===== src/rtl/bf_out_collector.sv =====
// Output stage behind the radix-2 NTT butterfly PE: tracks issued butterflies through the
// fixed PE latency, buffers result pairs and serialises them onto a valid/ready stream.
module bf_out_collector #(
  parameter int unsigned data_width = 12,
  parameter int unsigned PE_LAT     = 6,
  parameter int unsigned DEPTH      = 8,
  parameter int unsigned N_COEF     = 256
) (
  input  logic                  clk,
  input  logic                  rst,
  input  logic                  pe_in_fire,
  output logic                  issue_ok,
  input  logic [data_width-1:0] bf_lower,
  input  logic [data_width-1:0] bf_upper,
  output logic [data_width-1:0] dout,
  output logic                  dout_valid,
  input  logic                  dout_ready,
  output logic                  dout_last,
  output logic                  ovf_err
);

  localparam int unsigned AW = (DEPTH > 1) ? $clog2(DEPTH) : 1;
  localparam int unsigned RW = $clog2(DEPTH + 1);
  localparam int unsigned CW = (N_COEF > 1) ? $clog2(N_COEF) : 1;

  localparam logic S_LO = 1'b0;
  localparam logic S_HI = 1'b1;

  localparam logic [RW-1:0] RES_FULL  = RW'(DEPTH);
  localparam logic [CW-1:0] CNT_LAST  = CW'(N_COEF - 1);

  logic                  w_accept;
  logic                  w_capture;
  logic                  w_hs;
  logic                  w_pop;
  logic                  w_empty;

  logic [PE_LAT-1:0]     r_dly;
  logic [RW-1:0]         r_reserved;
  logic [RW-1:0]         w_reserved_d;
  logic [AW:0]           r_wr_ptr;
  logic [AW:0]           r_rd_ptr;
  logic [AW-1:0]         w_wr_idx;
  logic [AW-1:0]         w_rd_idx;
  logic [data_width-1:0] r_mem_lo [DEPTH];
  logic [data_width-1:0] r_mem_hi [DEPTH];
  logic                  r_state;
  logic                  w_state_d;
  logic [CW-1:0]         r_count;
  logic [CW-1:0]         w_count_d;
  logic                  r_ovf;

  // Credit is a pure function of registered state so upstream never sees a same-cycle drain.
  assign issue_ok  = (r_reserved < RES_FULL);
  assign w_accept  = pe_in_fire & issue_ok;
  assign w_capture = r_dly[PE_LAT-1];

  // Delay line: bit k set means an accepted butterfly is k+1 cycles into the PE.
  generate
    if (PE_LAT == 1) begin : g_dly_one
      always_ff @(posedge clk or negedge rst) begin
        if (!rst) begin
          r_dly <= '0;
        end else begin
          r_dly <= w_accept;
        end
      end
    end else begin : g_dly_shift
      always_ff @(posedge clk or negedge rst) begin
        if (!rst) begin
          r_dly <= '0;
        end else begin
          r_dly <= {r_dly[PE_LAT-2:0], w_accept};
        end
      end
    end
  endgenerate

  // Pair FIFO with wrap-bit pointers; credit guarantees a capture never meets a full FIFO.
  assign w_wr_idx = r_wr_ptr[AW-1:0];
  assign w_rd_idx = r_rd_ptr[AW-1:0];
  assign w_empty  = (r_wr_ptr == r_rd_ptr);

  always_ff @(posedge clk) begin
    if (w_capture) begin
      r_mem_lo[w_wr_idx] <= bf_lower;
      r_mem_hi[w_wr_idx] <= bf_upper;
    end
  end

  always_ff @(posedge clk or negedge rst) begin
    if (!rst) begin
      r_wr_ptr <= '0;
      r_rd_ptr <= '0;
    end else begin
      if (w_capture) begin
        r_wr_ptr <= r_wr_ptr + 1'b1;
      end
      if (w_pop) begin
        r_rd_ptr <= r_rd_ptr + 1'b1;
      end
    end
  end

  // Serialiser: lower word first, upper word pops the head pair.
  assign dout_valid = ~w_empty;
  assign w_hs       = dout_valid & dout_ready;
  assign w_pop      = w_hs & (r_state == S_HI);

  always_comb begin
    dout = '0;
    if (dout_valid) begin
      dout = (r_state == S_HI) ? r_mem_hi[w_rd_idx] : r_mem_lo[w_rd_idx];
    end
  end

  always_comb begin
    w_state_d = r_state;
    if (w_hs) begin
      w_state_d = (r_state == S_LO) ? S_HI : S_LO;
    end
  end

  always_ff @(posedge clk or negedge rst) begin
    if (!rst) begin
      r_state <= S_LO;
    end else begin
      r_state <= w_state_d;
    end
  end

  // Reserved = in-flight + stored pairs.
  always_comb begin
    w_reserved_d = r_reserved;
    unique case ({w_accept, w_pop})
      2'b10:   w_reserved_d = r_reserved + RW'(1);
      2'b01:   w_reserved_d = r_reserved - RW'(1);
      default: w_reserved_d = r_reserved;
    endcase
  end

  always_ff @(posedge clk or negedge rst) begin
    if (!rst) begin
      r_reserved <= '0;
    end else begin
      r_reserved <= w_reserved_d;
    end
  end

  // Coefficient position within the transform.
  always_comb begin
    w_count_d = r_count;
    if (w_hs) begin
      w_count_d = (r_count == CNT_LAST) ? '0 : r_count + CW'(1);
    end
  end

  always_ff @(posedge clk or negedge rst) begin
    if (!rst) begin
      r_count <= '0;
    end else begin
      r_count <= w_count_d;
    end
  end

  assign dout_last = dout_valid & (r_count == CNT_LAST);

  always_ff @(posedge clk or negedge rst) begin
    if (!rst) begin
      r_ovf <= 1'b0;
    end else if (pe_in_fire && !issue_ok) begin
      r_ovf <= 1'b1;
    end
  end

  assign ovf_err = r_ovf;

endmodule


===== config.mk =====
export PLATFORM = sky130hd
export DESIGN_NAME = bf_out_collector
export DESIGN_NICKNAME = d
export VERILOG_FILES = /design/src/rtl/bf_out_collector.sv
export SDC_FILE = /design/constraint.sdc
export NUM_CORES = 1
export LEC_CHECK = 0
export BUFFER_PORTS_ARGS = -buffer_cell sky130_fd_sc_hd__buf_2
export CORE_MARGIN = 1.5
export CORE_UTILIZATION = 40
export DETAILED_ROUTE_END_ITERATION = 10
export HOLD_SLACK_MARGIN = 0.03
export PLACE_DENSITY = 0.62
export SLEW_MARGIN = 30
export SYNTH_ARGS = -nofsm -noshare
export SYNTH_HDL_FRONTEND = slang
export SYNTH_SLANG_ARGS = --single-unit

===== constraint.sdc =====
create_clock -name clk -period 4.45 [get_ports clk]
set_clock_uncertainty 0.1 [all_clocks]
set_input_delay 0.6675 -clock clk [delete_from_list [all_inputs] [get_ports clk]]
set_output_delay 0.6675 -clock clk [all_outputs]
set_load 0.01 [all_outputs]

==> impl_metrics.tcl <==
set metrics [dict create \
    status "finished, final reports clean" \
    drcViolationCount 0 \
    fin_setup_tns_ns 0 \
    routedWlPerCell_um 21.3 \
    max_cap_violations 0 \
    die_w_um 150 \
    path_max_fanout 23 \
    wl_mm 16.4 \
    cts_tree "yes" \
    synth.area.top_cells "edfxtp_1 67%, mux4_2 13%, dfrtp_1 8.1%" \
    leakagePower_nw 3.36 \
    worst_slew_pin_slew_ns 0.908 \
    final_cell_mix "192 x edfxtp_1, 48 x mux4_2, 43 x buf_2" \
    crit_buf_inv 2 \
    cp-startpoint "r_rd_ptr[2]" \
    grt_pass1_vias 4436 \
    hold_buffers 0 \
    drive_gt1_share_pct 31.6 \
    numCtsBuffers 24 \
    htreeDepth 1 \
    rsz0062_at_grt "false" \
    start_util_pct 40.8 \
    grt_usage_pct 15.4 \
    coreArea_sq_mm 0.0211 \
    end_kind "primary output" \
    nNetsFinal 511 \
    fill_cells 1764 \
    worstSkewPairLatency_ns 0.51 \
    path_cells "xor2_1 -> nor4_4 -> inv_2 -> nand2b_1 -> o22ai_1 -> buf_2" \
    crit_type "reg -> out" \
    slowest_delay_ns 0.73 \
    synthCells 415 \
    yosysSeqAreaShare_pct 75.1 \
    die_area_sq_mm 0.0224 \
    fin_util_pct 47.3 \
    cp_top_family "simple AND/OR/NAND/NOR gates" \
    maxSlewViolCount 0 \
    fmax_ghz 0.254 \
    syn_area_sq_mm 0.00861 \
    cts_root_buffer "clkbuf_16" \
    hp-class "in -> async" \
    dr_total_vias 4076 \
    numClockSinks 220 \
    rows 53 \
    hpwl_mm 9.28 \
    max_slew_margin_pct 39.5 \
    ant_nets 0 \
    syn-mean-instance-area_sq_um 20.7 \
    hold_viol 0 \
    regToRegStartpoint "r_rd_ptr[2]" \
    cts_setup_buffers 0 \
    yosysWarnings 0 \
    ys_seq_elements 220 \
    worstPathRequired_ns 3.68 \
    io_buffer_count 43 \
    critPathArrivalTime_ns 3.16 \
    grt_pass1_wl_mm 25.8 \
    grt_max_degree 32 \
    final-instance-count-excl-fill 769 \
    pwr_density_cell_mw_per_mm2 423 \
    clk_path_buf_depth 3 \
    layout_commonest_cell "edfxtp_1" \
    cts_resized 0 \
    overflow 0 \
    pin_count 44 \
    yosysUniqueCellTypes 34 \
    syn2layout_area_growth_pct 15.8 \
    yosysTopAreaCell "edfxtp_1" \
    antenna_cells 0 \
    crit_path_start_kind "flop" \
    min_period_ns 3.93 \
    finalCritPeriodShare_pct 88.3 \
    synthDominantCellAreaShare_pct 67.0 \
    dp_cells 726 \
    drt_iter0_drc 255 \
    gp_congestion 0.745 \
    irDropWorstVdd_mv 0.323 \
    via_per_inst 5.30 \
    clk_pin_slew_ns 0.06 \
    synth_nets 449 \
    cpMaxStageDelayCell "dfrtp_4" \
    antenna_found_initial 0 \
    setup_violations 0 \
    dr.pass1.iters 4 \
    die_y_um 150 \
]
cell usage after synthesis:
cell / count
a21o_1: 1
nand4_1: 2
or4_1: 1
xor2_1: 12
mux2i_1: 24
nor3_1: 6
clkbuf_1: 8
a211o_1: 1
inv_1: 5
mux4_2: 48
a21oi_1: 4
xnor2_1: 5
inv_2: 1
or2_2: 1
xor2_2: 2
mux2_2: 3
nor2b_1: 1
nor4_4: 1
dfrtp_1: 28
buf_6: 1
a211oi_1: 1
or3_1: 3
buf_2: 7
buf_4: 2
edfxtp_1: 192
nand2_1: 12
mux2_4: 1
nand2b_1: 4
nand3_1: 4
nor2_1: 10
o41ai_4: 1
o21ai_0: 5
o22ai_1: 12
ha_1: 6
state kept, by name, indices dropped and copies added (netlist names):
name / cells
r_count: 8
r_mem_lo: 96
r_wr_ptr: 4
ovf_err: 1
r_rd_ptr: 4
r_dly: 6
r_mem_hi: 96
r_state: 1
r_reserved: 4
power by group:
part           internal [mW]         switching [mW]
logic                0.00891                 0.0280
clock network           1.16                  0.779
registers               2.24  0.0000000000000000166
total                   3.41                  0.807
layer usage:
layer	vias up	global-route usage, %	wire [um]
met4	0	5.69	568
met1	2135	21.3	7280
met2	93	24.7	7810
met5	-	0	0
met3	39	2.59	687
li1	1809	-	-
per-stage QoR:
step / hold slack [ns] / power [mW] / setup slack, ns / instance area [sq um]
floorplan: 0.231 / 2.29 / 1.65 / 8610
global route: 0.125 / 4.35 / 0.291 / 9970
CTS: 0.0854 / 4.26 / 0.477 / 9970
finish: 0.0724 / 4.22 / 0.520 / 9970
detailed placement: 0.236 / 2.32 / 1.02 / 9190
global placement: 0.241 / 2.32 / 1.11 / 9190
worst reg2reg max path, delay by kind of cell, from the launching register on:
family                     cells  cell delay, ns
adders and majority gates      2            0.54
AOI/OAI and AO/OA              1            0.16
and+or+nand+nor                3            0.56
xor gates and xnor gates       4            0.85
DFF                            1            0.73
cell type report:
cell class / count / area [sq um] / share of cell area (%)
multi-input combinational: 171 / 2050 / 20.6
timing repair buffer: 54 / 298 / 2.99
tap: 275 / 344 / 3.45
clock buffer: 26 / 608 / 6.10
clock inverter: 17 / 171 / 1.72
inverter: 6 / 22.5 / 0.226
sequential: 220 / 6470 / 64.9
logic make-up (layout without fill, tap and decap cells):
| group | after synthesis | in the layout | synth area share [%] |
|---|---|---|---|
| and+or+nand+nor | 45 | 45 | 2.67 |
| AOI/OAI and AO/OA | 25 | 25 | 1.99 |
| buffers and inverters | 24 | 103 | 1.32 |
| DFF | 220 | 220 | 75.1 |
| adders and majority gates | 6 | 6 | 0.872 |
| muxes | 76 | 76 | 15.9 |
| xor gates and xnor gates | 19 | 19 | 2.11 |
path summary, 6_finish.rpt:
check	cells past startpoint	slack, ns	end
max	6	0.52	dout[11]
min	1	0.07	r_rd_ptr[2]
max reg2reg	10	1.40	r_reserved[2]
min reg2reg	0	0.26	r_dly[2]
max in group asynchronous	1	3.73	r_rd_ptr[2]
min in group clk	0	0.26	r_dly[2]
Note: power is estimated with default switching activity, not from simulation.
